===== config.mk =====
export PLATFORM = sky130hd
export DESIGN_NAME = sound_scheduler
export DESIGN_NICKNAME = d
export VERILOG_FILES = /design/src/rtl/sound_pkg.sv /design/src/rtl/tone_gen.sv /design/src/rtl/sound_scheduler.sv
export SDC_FILE = /design/constraint.sdc
export NUM_CORES = 1
export LEC_CHECK = 0
export CELL_PAD_IN_SITES_DETAIL_PLACEMENT = 0
export CELL_PAD_IN_SITES_GLOBAL_PLACEMENT = 1
export CORE_UTILIZATION = 38
export DETAILED_ROUTE_END_ITERATION = 12
export MAX_ROUTING_LAYER = met4
export PLACE_DENSITY = 0.66
export SLEW_MARGIN = 15
export SYNTH_ARGS = -nofsm -noshare
export SYNTH_HDL_FRONTEND = slang
export SYNTH_HIERARCHICAL = 1
export SYNTH_SLANG_ARGS = --single-unit

===== constraint.sdc =====
create_clock -name clk -period 5.5 [get_ports clk]
set_clock_uncertainty 0.05 [all_clocks]
set_input_delay 1.375 -clock clk [delete_from_list [all_inputs] [get_ports clk]]
set_output_delay 1.375 -clock clk [all_outputs]
set_load 0.1 [all_outputs]

===== src/rtl/sound_pkg.sv =====
// Shared types and constants for the speaker sound scheduler: FSM states,
// event encoding, counter widths and default tone timings.
package sound_pkg;

  localparam int HP_W       = 17;
  localparam int DUR_W      = 23;
  localparam int MELODY_LEN = 3;

  localparam int unsigned DEF_HP_WALL  = 113636;
  localparam int unsigned DEF_HP_HIT   = 56818;
  localparam int unsigned DEF_HP_G0    = 47801;
  localparam int unsigned DEF_HP_G1    = 37936;
  localparam int unsigned DEF_HP_G2    = 31888;
  localparam int unsigned DEF_NOTE_CYC = 5000000;
  localparam int unsigned DEF_GAP_CYC  = 1000000;

  typedef enum logic [1:0] {IDLE, TONE, GAP} state_t;

  typedef enum logic [1:0] {
    EVT_NONE = 2'd0,
    EVT_WALL = 2'd1,
    EVT_HIT  = 2'd2,
    EVT_GOAL = 2'd3
  } evt_t;

  // Pending vectors are packed {goal, hit, wall}.
  function automatic evt_t pick_evt(input logic [2:0] pend);
    if (pend[2])      return EVT_GOAL;
    else if (pend[1]) return EVT_HIT;
    else if (pend[0]) return EVT_WALL;
    else              return EVT_NONE;
  endfunction

  function automatic logic [2:0] evt_mask(input evt_t e);
    case (e)
      EVT_WALL: return 3'b001;
      EVT_HIT:  return 3'b010;
      EVT_GOAL: return 3'b100;
      default:  return 3'b000;
    endcase
  endfunction

endpackage


===== src/rtl/tone_gen.sv =====
// Square-wave generator: sq toggles every half_period cycles while en is high,
// and restarts high whenever en rises or the half-period changes.
module tone_gen
  import sound_pkg::*;
(
  input  logic            clk,
  input  logic            rst,
  input  logic            en,
  input  logic [HP_W-1:0] half_period,
  output logic            sq
);

  logic [HP_W-1:0] cnt_q;
  logic [HP_W-1:0] hp_q;
  logic            en_q;
  logic            sq_q;

  // en and half_period are next-cycle values, so sq lines up with the FSM state.
  always_ff @(posedge clk or negedge rst) begin
    if (!rst) begin
      cnt_q <= '0;
      hp_q  <= '0;
      en_q  <= 1'b0;
      sq_q  <= 1'b0;
    end else begin
      en_q <= en;
      hp_q <= half_period;
      if (!en) begin
        sq_q  <= 1'b0;
        cnt_q <= '0;
      end else if (!en_q || (half_period != hp_q)) begin
        sq_q  <= 1'b1;
        cnt_q <= half_period - 1'b1;
      end else if (cnt_q == '0) begin
        sq_q  <= ~sq_q;
        cnt_q <= half_period - 1'b1;
      end else begin
        cnt_q <= cnt_q - 1'b1;
      end
    end
  end

  assign sq = sq_q;

endmodule


===== src/rtl/sound_scheduler.sv =====
// Latches hit/wall/goal sound requests, grants them by priority (goal > hit > wall)
// and sequences each event's notes and gaps onto the single speaker output.
module sound_scheduler
  import sound_pkg::*;
#(
  parameter int unsigned HP_WALL  = DEF_HP_WALL,
  parameter int unsigned HP_HIT   = DEF_HP_HIT,
  parameter int unsigned HP_G0    = DEF_HP_G0,
  parameter int unsigned HP_G1    = DEF_HP_G1,
  parameter int unsigned HP_G2    = DEF_HP_G2,
  parameter int unsigned NOTE_CYC = DEF_NOTE_CYC,
  parameter int unsigned GAP_CYC  = DEF_GAP_CYC
) (
  input  logic       clk,
  input  logic       rst,
  input  logic       hit,
  input  logic       wall,
  input  logic       goal,
  input  logic       mute,
  output logic       sound,
  output logic       busy,
  output logic [1:0] active_evt
);

  localparam int unsigned HP_LIM  = 1 << HP_W;
  localparam int unsigned DUR_LIM = 1 << DUR_W;

  if (HP_WALL == 0 || HP_WALL >= HP_LIM || HP_HIT == 0 || HP_HIT >= HP_LIM ||
      HP_G0 == 0 || HP_G0 >= HP_LIM || HP_G1 == 0 || HP_G1 >= HP_LIM ||
      HP_G2 == 0 || HP_G2 >= HP_LIM) begin : g_bad_hp
    $error("sound_scheduler: half-period parameter out of range for %0d-bit counter", HP_W);
  end
  if (NOTE_CYC == 0 || NOTE_CYC > DUR_LIM || GAP_CYC == 0 || GAP_CYC > DUR_LIM) begin : g_bad_dur
    $error("sound_scheduler: duration parameter out of range for %0d-bit counter", DUR_W);
  end

  localparam logic [DUR_W-1:0] NOTE_RLD  = DUR_W'(NOTE_CYC - 1);
  localparam logic [DUR_W-1:0] GAP_RLD   = DUR_W'(GAP_CYC - 1);
  localparam logic [1:0]       LAST_NOTE = 2'(MELODY_LEN - 1);

  logic [2:0]       req_q, rise;
  logic [2:0]       pend_q, pend_d;
  state_t           state_q, state_d;
  evt_t             evt_q, evt_d, grant;
  logic [1:0]       note_q, note_d;
  logic [DUR_W-1:0] dur_q, dur_d;
  logic             start, preempt;
  logic [HP_W-1:0]  hp_d;
  logic             sq;

  always_comb begin
    rise    = {goal, hit, wall} & ~req_q;
    grant   = pick_evt(pend_q);
    preempt = (evt_q != EVT_GOAL) && pend_q[2];
    start   = 1'b0;
    state_d = state_q;
    evt_d   = evt_q;
    note_d  = note_q;
    dur_d   = dur_q;
    pend_d  = pend_q;
    case (state_q)
      IDLE: start = (grant != EVT_NONE);
      TONE: begin
        if (preempt) begin
          start = 1'b1;
        end else if (dur_q == '0) begin
          state_d = GAP;
          dur_d   = GAP_RLD;
        end else begin
          dur_d = dur_q - 1'b1;
        end
      end
      GAP: begin
        if (preempt) begin
          start = 1'b1;
        end else if (dur_q != '0) begin
          dur_d = dur_q - 1'b1;
        end else if (evt_q == EVT_GOAL && note_q != LAST_NOTE) begin
          state_d = TONE;
          note_d  = note_q + 1'b1;
          dur_d   = NOTE_RLD;
        end else if (grant != EVT_NONE) begin
          start = 1'b1;
        end else begin
          state_d = IDLE;
          evt_d   = EVT_NONE;
          note_d  = '0;
        end
      end
      default: state_d = IDLE;
    endcase
    // A grant (fresh or preempting) always begins at note 0 with a full tone.
    if (start) begin
      state_d = TONE;
      evt_d   = grant;
      note_d  = '0;
      dur_d   = NOTE_RLD;
      pend_d  = pend_q & ~evt_mask(grant);
    end
    pend_d = pend_d | rise;
  end

  always_comb begin
    case (evt_d)
      EVT_WALL: hp_d = HP_W'(HP_WALL);
      EVT_HIT:  hp_d = HP_W'(HP_HIT);
      EVT_GOAL: begin
        case (note_d)
          2'd0:    hp_d = HP_W'(HP_G0);
          2'd1:    hp_d = HP_W'(HP_G1);
          default: hp_d = HP_W'(HP_G2);
        endcase
      end
      default:  hp_d = HP_W'(HP_WALL);
    endcase
  end

  always_ff @(posedge clk or negedge rst) begin
    if (!rst) begin
      req_q   <= '0;
      pend_q  <= '0;
      state_q <= IDLE;
      evt_q   <= EVT_NONE;
      note_q  <= '0;
      dur_q   <= '0;
    end else begin
      req_q   <= {goal, hit, wall};
      pend_q  <= pend_d;
      state_q <= state_d;
      evt_q   <= evt_d;
      note_q  <= note_d;
      dur_q   <= dur_d;
    end
  end

  tone_gen u_tone_gen (
    .clk         (clk),
    .rst         (rst),
    .en          (state_d == TONE),
    .half_period (hp_d),
    .sq          (sq)
  );

  assign sound      = sq & ~mute;
  assign busy       = (state_q != IDLE);
  assign active_evt = evt_q;

endmodule


After elaboration in Yosys (flattened, before gate mapping)
Cells that the tools add are included.

word-level totals
  register bits = 71
  input bits = 6
  output and inout port bits = 4
  word-level logic and storage cells = 99

cells by class
  $add $sub $neg = 4
  eq/ne operators = 17
  mux-type cells = 47
  bitwise operators = 8
  reduce and logical (&&, ||, !) cells = 13

operator list
  operator                                            number
  two-way mux 23 bit                                  6
  two-way mux 17 bit                                  3
  case mux 23 bit (2 select lines)                    1
  two-way mux 2 bit                                   21
  case mux 17 bit (2 select lines)                    1
  subtractor 17 x 1 -> 17 bit, second input constant  2
  case mux 16 bit (2 select lines)                    1
  zero test 23 bit                                    1
  nonzero test 23 bit                                 1
  subtractor 23 x 1 -> 23 bit, second input constant  1
  zero test 17 bit                                    1
  inequality test 17 bit                              1
  == test 2 bit, second input constant                6
  two-way mux 1 bit                                   9
  inequality test 3 bit, second input constant        3
  case mux 3 bit (3 select lines)                     1
  == test 2 x 1 -> 1 bit, second input constant       4
  AND 3 bit                                           2
  two-way mux 3 bit                                   2
  NOT 3 bit                                           2
  case mux 2 bit (3 select lines)                     1
  zero test 2 bit                                     2
  inequality test 2 bit, second input constant        2
  inequality test 4 bit, second input constant        1
  11 further kinds                                    14

Longest topological paths before layout
Gate-level depths: netlist (run 1).

  depth after elaboration = 17
  depth in mapped cells = 17
  gate-level depth less buffers = 16

Modules after synthesis
The synthesis (run 1) kept the hierarchy.

by module, submodules not included
  module           times used  cells an instance  area each (µm²)  seq. area each (µm²)
  sound_scheduler  1           259                2,210.9          875.8
  tone_gen         1           199                2,173.3          900.9

Worst setup path before layout (run 1)
No wires, ideal clock.

  kind = reg2reg
  start = register dur_q[15]
  end = register u_tone_gen.cnt_q[3]
  setup time = 144 ps
  arrival time = 4,267 ps
  required time = 5,306 ps
  setup slack = 1,039 ps
  cell stages (with the launch flop) = 15
  buffers on the path = 2
  path through = dfrtp_1 or4_4 nand4b_4 or4_4 nand2_1 a32o_1 buf_6 inv_2 nor3_1 xnor2_1 nand4_1 or3_4 buf_4 a2111oi_2 a211oi_2

RTL lines
  element                                                                      RTL line                source
  start, declared                                                              sound_scheduler.sv:46   logic [DUR_W-1:0] dur_q, dur_d;
  start signal, assigned                                                       sound_scheduler.sv:132  dur_q <= dur_d;
  nonzero test 23 bit *                                                        sound_scheduler.sv:76   end else if (dur_q != '0) begin
  two-way mux 1 bit / two-way mux 2 bit (equally long branches)                sound_scheduler.sv:76
  two-way mux 1 bit / two-way mux 2 bit (equally long branches)                sound_scheduler.sv:74   if (preempt) begin
  case mux 1 bit (3 select lines) / two-way mux 2 bit (equally long branches)  sound_scheduler.sv:61   case (state_q)
  two-way mux 2 bit *                                                          sound_scheduler.sv:93   if (start) begin
  == test 2 bit                                                                sound_scheduler.sv:104  case (evt_d)
  case mux 17 bit (2 select lines) *                                           sound_scheduler.sv:104
  via hp_d[4]                                                                  sound_scheduler.sv:48   logic [HP_W-1:0] hp_d;
  inequality test 17 bit *                                                     tone_gen.sv:31          end else if (!en_q || (half_period != hp_q)) begin
  logical OR 1 bit *                                                           tone_gen.sv:31
  two-way mux 17 bit *                                                         tone_gen.sv:31
  two-way mux 17 bit *                                                         tone_gen.sv:28          if (!en) begin
  end signal, assigned                                                         tone_gen.sv:33          cnt_q <= half_period - 1'b1;
  end signal, assigned                                                         tone_gen.sv:36          cnt_q <= half_period - 1'b1;
  end signal, assigned                                                         tone_gen.sv:38          cnt_q <= cnt_q - 1'b1;
  end, declared                                                                tone_gen.sv:13          logic [HP_W-1:0] cnt_q;

The timed path passes the listed nets; every way through them passes the cells marked *.
A chain may end at the register's enable or synchronous reset.

Worst setup path in the final report (run 1)
  start = register dur_q[1]
  end = register u_tone_gen.cnt_q[7]

on the way
  cells in the longest elaborated chain, start to end = 12

ends and longest elaborated chain
  element                                                                      RTL line                source
  nonzero test 23 bit *                                                        sound_scheduler.sv:76
  two-way mux 1 bit / two-way mux 2 bit (equally long branches)                sound_scheduler.sv:76
  two-way mux 1 bit / two-way mux 2 bit (equally long branches)                sound_scheduler.sv:74
  case mux 1 bit (3 select lines) / two-way mux 2 bit (equally long branches)  sound_scheduler.sv:61
  two-way mux 2 bit                                                            sound_scheduler.sv:93
  == test 2 x 1 -> 1 bit / zero test 2 bit (equally long branches)             sound_scheduler.sv:108  case (note_d)
  case mux 16 bit (2 select lines)                                             sound_scheduler.sv:108
  case mux 17 bit (2 select lines) *                                           sound_scheduler.sv:104
  via hp_d[15]                                                                 sound_scheduler.sv:48
  inequality test 17 bit *                                                     tone_gen.sv:31
  logical OR 1 bit *                                                           tone_gen.sv:31
  two-way mux 17 bit *                                                         tone_gen.sv:31
  two-way mux 17 bit *                                                         tone_gen.sv:28

Marks and branches as above.

==> results of run 1 <==
-- worst reg2reg max path, delay by kind of cell (launching register included) --
| family | cells | cell delay, ps |
|---|---|---|
| adders and majority gates | 1 | 180 |
| and+or+nand+nor | 8 | 2910 |
| AOI/OAI and AO/OA | 2 | 580 |
| buffers and inverters | 1 | 80 |
| DFF | 1 | 410 |
| xor gates and xnor gates | 1 | 270 |
-- power by group --
group / internal (W) / leakage (nW) / total, W / switching [W]
logic: 0.0000323 / 0.954 / 0.0000794 / 0.0000472
registers: 0.000536 / 0.781 / 0.000552 / 0.0000159
clock network: 0.000328 / 0.134 / 0.000555 / 0.000227
-- flip-flops by register name, summed over array words and instances (netlist names) --
register / flops
active_evt: 2
u_tone_gen/hp_q: 17
dur_q: 23
note_q: 2
u_tone_gen/cnt_q: 17
state_q: 2
u_tone_gen/sq: 1
u_tone_gen/en_q: 1
pend_q: 3
req_q: 3
-- worst max-delay path by stage --
stage / startpoint / endpoint / slack [ps] / cells after the start
after floorplan: dur_q[15]$_DFFE_PN0P_ / u_tone_gen/cnt_q[3]$_DFF_PN0_ / 1040 / 14
after global placement: dur_q[0]$_DFFE_PN0P_ / u_tone_gen/cnt_q[12]$_DFF_PN0_ / 970 / 18
after detailed placement: dur_q[0]$_DFFE_PN0P_ / u_tone_gen/cnt_q[7]$_DFF_PN0_ / 900 / 13
after CTS: dur_q[1]$_DFFE_PN0P_ / u_tone_gen/cnt_q[16]$_DFF_PN0_ / 850 / 15
after global routing: dur_q[1]$_DFFE_PN0P_ / u_tone_gen/cnt_q[5]$_DFF_PN0_ / 430 / 13
final: dur_q[1]$_DFFE_PN0P_ / u_tone_gen/cnt_q[7]$_DFF_PN0_ / 860 / 13
-- layout make-up --
class | instances | area [um2]
clock buffers | 11 | 253
repair buffers | 16 | 138
multi-input cells | 359 | 2460
flip-flops and latches | 71 | 1780
well taps | 140 | 175
clock inverters | 5 | 32.5
fillers | 1098 | 6130
inverters | 18 | 67.6
-- kinds of logic after synthesis --
| kind of cell | Yosys count | synth area share (%) |
|---|---|---|
| other cells | 1 | 0.0855 |
| mux | 1 | 0.228 |
| simple gates | 188 | 25.5 |
| flops | 71 | 40.5 |
| xor+xnor | 49 | 9.79 |
| buf+inv | 33 | 3.77 |
| fa+ha+maj | 5 | 1.43 |
| compound gates | 110 | 18.6 |
-- layer usage --
| metal | vias up | share of wire, % | GRT usage [%] |
|---|---|---|---|
| met2 | 43 | 43 | 28.5 |
| met4 | 0 | 1.7 | 7.62 |
| li1 | 1711 | - | - |
| met1 | 1672 | 53 | 29.0 |
| met5 | - | 0 | - |
| met3 | 13 | 2.0 | 2.49 |
-- through the flow --
step	setup slack [ps]	instances	hold slack (ps)
after floorplan	1040	463	350
after global placement	967	604	358
after detailed placement	897	604	368
after CTS	851	620	376
after global routing	430	620	393
final	862	620	371
-- cells in the final DEF, fill, tap and decap left out, types with 4 or more instances in the layout --
cell / instances
a211oi_1: 10
a211oi_2: 8
a21o_1: 4
a21oi_1: 27
a31oi_1: 8
buf_4: 9
clkbuf_16: 9
clkdlybuf4s50_1: 7
conb_1: 6
dfrtp_1: 71
ha_1: 5
inv_1: 16
nand2_1: 37
nand2b_1: 6
nand3_1: 18
nand4_1: 7
nor2_1: 33
nor3_1: 22
nor3_2: 4
nor4_1: 10
nor4_2: 4
o211a_1: 4
o21ai_0: 21
or2_2: 5
or3_1: 9
or4_1: 5
xnor2_1: 30
xor2_1: 19
==> results by group, run 1 <==
Clocking
  • Longest Clk Path Bufs: 2
  • H-tree depth: 3
  • Clock sinks: 71
  • CTS Hold Bufs: 0
  • Clock insertion delay at the later pin of the skew report: 330 ps
  • CTS Buf Count: 9
  • Post-CTS sizing: 0
  • Post-CTS setup buffer count: 0
  • Root Driver: clkbuf_16
  • Clock Pin Slew Worst Setup and Hold Paths: 60 ps
  • CTS tree: built

Synthesis
  • Mean Syn Cell Area: 9.57 um2
  • Asr flop ratio synth: 100%
  • Mapped cell area: 4380 um2
  • Yosys cell types: 68
  • Yosys warns: 6
  • Yosys reg bits: 71
  • Cell with the most instances after synthesis: dfrtp_1
  • Synth top area cells: dfrtp_1 (41%), xnor2_1 (6.0%), xor2_1 (3.8%)
  • Post-synth EDFFs: 0
  • Most frequently used flop master after synthesis: dfrtp_1
  • Post-Syn Instances: 458
  • Seq/Total Area, Yosys: 40.5%
  • Area leader, netlist: dfrtp_1
  • Synth top cells by count: dfrtp_1 (71), nand2_1 (37), nor2_1 (33)
  • Top cell type's share of synthesized area: 40.5%

Setup path
  • Worst-path cell chain: inv_1 -> ha_1 -> nor3b_1 -> nand2_1 -> or4_4 -> nand2_1 -> a32o_1 -> nand3_1 -> xor2_1 -> nor4_2 -> nand3_1 -> nor2_1 -> a211oi_1
  • CP max-delay cell: or4_4
  • CP max stage delay: 600 ps
  • CP endpoint kind: register
  • CP Class: reg2reg
  • Reg2Reg Capture Point: u_tone_gen/cnt_q[7]$_DFF_PN0_
  • CP delay by family, top: simple AND/OR/NAND/NOR gates
  • Buf+Inv Stages, Crit Path: 1
  • CP Max Fanout: 13
  • Setup crit start kind: register
  • Worst R2R Path Depth: 13
  • Critical path required time: 5630 ps
  • R2r setup slk: 860 ps
  • CP Data Arrival Time: 4770 ps
  • Worst R2R Start: dur_q[1]$_DFFE_PN0P_

Route
  • DRT Pass-1 Iters: 4
  • WL final: 10.5 mm
  • Post-route ant nets: 0
  • Avg WL per Cell: 16.9 um
  • 1st-iter DRT viols: 174
  • # DRC: 0
  • Avg Vias per Cell: 5.55
  • DR vias: 3439

Die
  • IO Pins: 10
  • Initial core utilization: 39.7%
  • Die area: 12000 um2
  • Placeable core region: 11000 um2
  • Die Y: 109 um
  • Chip width: 109 um
  • Std-Cell Rows: 38

Placement
  • Global placement routability congestion: 0.805
  • Post-Place Cell Area: 4620 um2
  • Detail Placement HPWL: 7.47 mm
  • I/O Buffers: 9

STA
  • Worst slew pin tran: 980 ps
  • Min Tclk post-route: 4640 ps
  • RSZ-0062 raised after global routing: no
  • Final hold vios: 0
  • Pins Over Slew Limit: 0
  • Fin Setup TNS: 0 ps
  • Fmax: 0.216 GHz
  • Fin crit share: 84.3%
  • Max-slew headroom: 34.4%
  • Final number of setup-violating endpoints: 0

Global route
  • Initial antenna violation count: 0
  • Vias in the first global route: 3355
  • Total GRT Usage: 20.0%
  • First-pass GRT wire length: 17.7 mm
  • Largest net degree at the start of global routing: 72
  • Grt total ovfl: 0

Layout
  • Nets@finish: 486
  • Share of layout cells above drive strength 1: 14.0%
  • Final instance area: 4900 um2
  • Area grow syn2layout: 11.8%
  • Final core utilization: 44.5%
  • Ant diodes: 0

Hold path
  • Min-Delay Endpoint: pend_q[1]$_DFF_PN0_
  • Min-delay src: req_q[1]$_DFF_PN0_
  • HP Class: reg2reg
  • Hold Path Cell Cnt: 1

Status
  • Outcome: finished, final reports clean

Power and ir drop
  • Peak VDD IR: 0.157 mV
  • Total power: 0.00119 W
  • Pleak: 1.87 nW
  • PD cells: 242 nW/um2

Flow run
  • Max-cap violations: 0
Note: power is estimated with default switching activity, not from simulation.
==> run 2, diff against run 1 <==
- clock period: 5.5 -> 4.8 ns (I/O delays scaled with it)
==> run 2 against run 1 <==
First-iteration DRC count decreased by 11%. Power increased by 14%. Clock power increased by 12%. Utilization increased by 0.45 points. Flip-flop and latch count unchanged. Sequential share of layout area decreased by 0.37 points. Setup slack got worse by 360 ps. Register-to-register slack got worse by 360 ps. Hold slack improved by 2.6 ps. Largest cell class unchanged.
==> results by group, run 2 (synthesis results as in run 1) <==
Setup path
  • Critical path required time: 4980 ps (-650 ps)
  • CP Max Fanout: 12 (-1)
  • CP Data Arrival Time: 4470 ps (-300 ps)
  • CP Class: reg2reg
  • Setup crit start kind: register
  • Worst R2R Start: dur_q[15]$_DFFE_PN0P_
  • Worst R2R Path Depth: 12 (-1)
  • Reg2Reg Capture Point: u_tone_gen/cnt_q[14]$_DFF_PN0_
  • R2r setup slk: 510 ps (-360 ps)
  • CP endpoint kind: register
  • Worst setup path startpoint: dur_q[15]$_DFFE_PN0P_
  • Crit path capture: u_tone_gen/cnt_q[14]$_DFF_PN0_

Route
  • WL final: 10.4 mm (-0.95%)
  • Avg Vias per Cell: 5.51 (-0.64%)
  • DRT Pass-1 Iters: 5 (+1)
  • Post-route ant nets: 0 (unchanged)
  • # DRC: 0 (unchanged)
  • Avg WL per Cell: 16.6 um (-1.9%)
  • DR vias: 3450 (+0.32%)
  • 1st-iter DRT viols: 155 (-11%)

Layout
  • Share of layout cells above drive strength 1: 15.6% (+1.7 points)
  • Ant diodes: 0 (unchanged)
  • Nets@finish: 492 (+1.2%)
  • Most common cell after layout, fill and taps aside: dfrtp_1
  • FF/Latch Area: 1780 um2 (unchanged)
  • Max FFs per register: 23 (unchanged)
  • Multi-input logic area: 2480 um2 (+0.61%)
  • Fill cell count: 1067 (-2.8%)
  • Final instance area: 4950 um2 (+1.0%)
  • Largest reg by FF count: dur_q
  • Largest registers: dur_q: 23 flops, u_tone_gen/cnt_q: 17 flops, u_tone_gen/hp_q: 17 flops
  • Layout Cells excl Fill: 626 (+0.97%)
  • Most frequent cells in the layout: dfrtp_1 (71), nand2_1 (37), nor2_1 (33), xnor2_1 (30), a21oi_1 (27)
  • Area grow syn2layout: 13.0%

Die
  • Initial core utilization: 39.7% (unchanged)
  • Std-Cell Rows: 38 (unchanged)
  • Chip width: 109 um (unchanged)
  • Die Y: 109 um (unchanged)
  • Placeable core region: 11000 um2 (unchanged)
  • Die area: 12000 um2 (unchanged)
  • IO Pins: 10 (unchanged)

Power and ir drop
  • Comb power frac: 6.9% (+0.2 points)
  • Pleak: 1.90 nW (+1.7%)
  • Switching portion of total power: 25.8% (+1.3 points)
  • Peak VDD IR: 0.164 mV (+4.5%)
  • Total internal power: 0.00100 W (+12%)
  • Flop pwr share: 46.9% (+0.4 points)
  • PD cells: 272 nW/um2 (+12%)
  • Clk pwr share: 46.2% (-0.6 points)
  • Sw power: 0.000347 W (+20%)

STA
  • Max-slew headroom: 35.0% (+0.57 points)
  • Worst slew pin tran: 972 ps (-8.55 ps)
  • Pins Over Slew Limit: 0 (unchanged)
  • Fin Setup TNS: 0 ps (unchanged)
  • Min Tclk post-route: 4290 ps (-344 ps)
  • Final number of setup-violating endpoints: 0 (unchanged)
  • RSZ-0062 raised after global routing: no
  • Fmax: 0.233 GHz (+8.0%)
  • Final hold vios: 0 (unchanged)
  • Hold slack: 374 ps (+2.62 ps)
  • Fin crit share: 89.5% (+5.1 points)

Status
  • Outcome: finished, final reports clean

Placement
  • I/O Buffers: 9 (unchanged)
  • Cells after DPL: 610 (+0.99%)
  • Detail Placement HPWL: 7.37 mm (-1.4%)
  • Post-Place Cell Area: 4660 um2 (+0.98%)
  • Global placement routability congestion: 0.829 (+2.9%)

Clocking
  • Post-CTS sizing: 0 (unchanged)
  • CTS Hold Bufs: 0 (unchanged)
  • Post-CTS setup buffer count: 0 (unchanged)
  • Clock sinks: 71 (unchanged)
  • Longest Clk Path Bufs: 2 (unchanged)
  • H-tree depth: 3 (unchanged)
  • CTS Buf Count: 9 (unchanged)
  • CTS tree: built
  • Root Driver: clkbuf_16
  • Clock Pin Slew Worst Setup and Hold Paths: 60 ps (about the same)
  • Clock insertion delay at the later pin of the skew report: 340 ps (about the same)

Global route
  • Grt total ovfl: 0 (unchanged)
  • First-pass GRT wire length: 17.9 mm (+1.4%)
  • Total GRT Usage: 20.6% (+0.52 points)
  • Largest net degree at the start of global routing: 72 (unchanged)
  • Vias in the first global route: 3386 (+0.92%)
  • Initial antenna violation count: 0 (unchanged)

Hold path
  • HP Class: reg2reg
  • Hold Path Cell Cnt: 1 (unchanged)

Flow run
  • Max-cap violations: 0 (unchanged)
-- run 2: cell count changes in the layout (fill, tap and decap cells not counted) --
cell / previous run / this run
nor3_2: 4 / 5
nor3_1: 22 / 21
nand3_1: 18 / 17
nand3_2: 0 / 1
clkbuf_8: 2 / 0
buf_4: 9 / 15
nor3b_1: 2 / 1
clkinv_4: 0 / 2
nor3b_2: 0 / 1
-- run 2: per-layer routing --
metal  track usage, %  part of all wire [%]  vias to the layer above
met3             3.20                   2.9                       13
met4             8.10                   1.7                        0
met1             29.8                    53                     1662
li1                 -                     -                     1722
met2             28.5                    42                       53
met5                -                     0                        -
-- run 2: final cells by class --
type,instances,area share [%]
sequential,71,35.9
clock inverter,7,1.01
multi-input combinational,359,50.0
tap,140,3.54
clock buffer,9,4.55
inverter,18,1.36
timing repair buffer,22,3.69
-- run 2: power groups by stage --
stage	sequential (W)	combinational [W]	clock [W]
global route	0.000634	0.000104	0.000667
CTS	0.000632	0.0000944	0.000642
finish	0.000632	0.0000928	0.000622
detailed placement	0.000643	0.0000934	0
floorplan	0.000640	0.0000665	0
global placement	0.000643	0.0000932	0
-- run 2: how the worst min path moves through the flow --
stage | endpoint | from
after CTS | pend_q[0]$_DFF_PN0_ | req_q[0]$_DFF_PN0_
after global routing | pend_q[0]$_DFF_PN0_ | req_q[0]$_DFF_PN0_
after floorplan | pend_q[0]$_DFF_PN0_ | req_q[0]$_DFF_PN0_
final | pend_q[0]$_DFF_PN0_ | req_q[0]$_DFF_PN0_
after global placement | pend_q[1]$_DFF_PN0_ | req_q[1]$_DFF_PN0_
after detailed placement | pend_q[0]$_DFF_PN0_ | req_q[0]$_DFF_PN0_
-- run 2: worst max-delay path: stages (launching register included) --
cell and delay, ps:
dfrtp_1 420, or4_4 590, nand4b_4 250, or4_4 500, nand2_1 120, a32o_1 300
inv_2 70, nor3_2 430, xnor2_1 180, nand4_1 180, nor3_2 540, nand2_4 250
o211a_1 290
-- run 2: through the flow --
stage               worst slack, ps  total power (W)  utilization (%)
floorplan                       339         0.000706                -
global placement                254         0.000736             42.3
detailed placement              314         0.000737             42.3
CTS                             240          0.00137             44.8
global route                    206          0.00140             44.9
finish                          506          0.00135             44.9
==> run 3, diff against run 2 <==
- SLEW_MARGIN: 15 -> default
==> results of run 3 <==
Same layout as run 2: the final DEF is identical, and so are final timing and power.
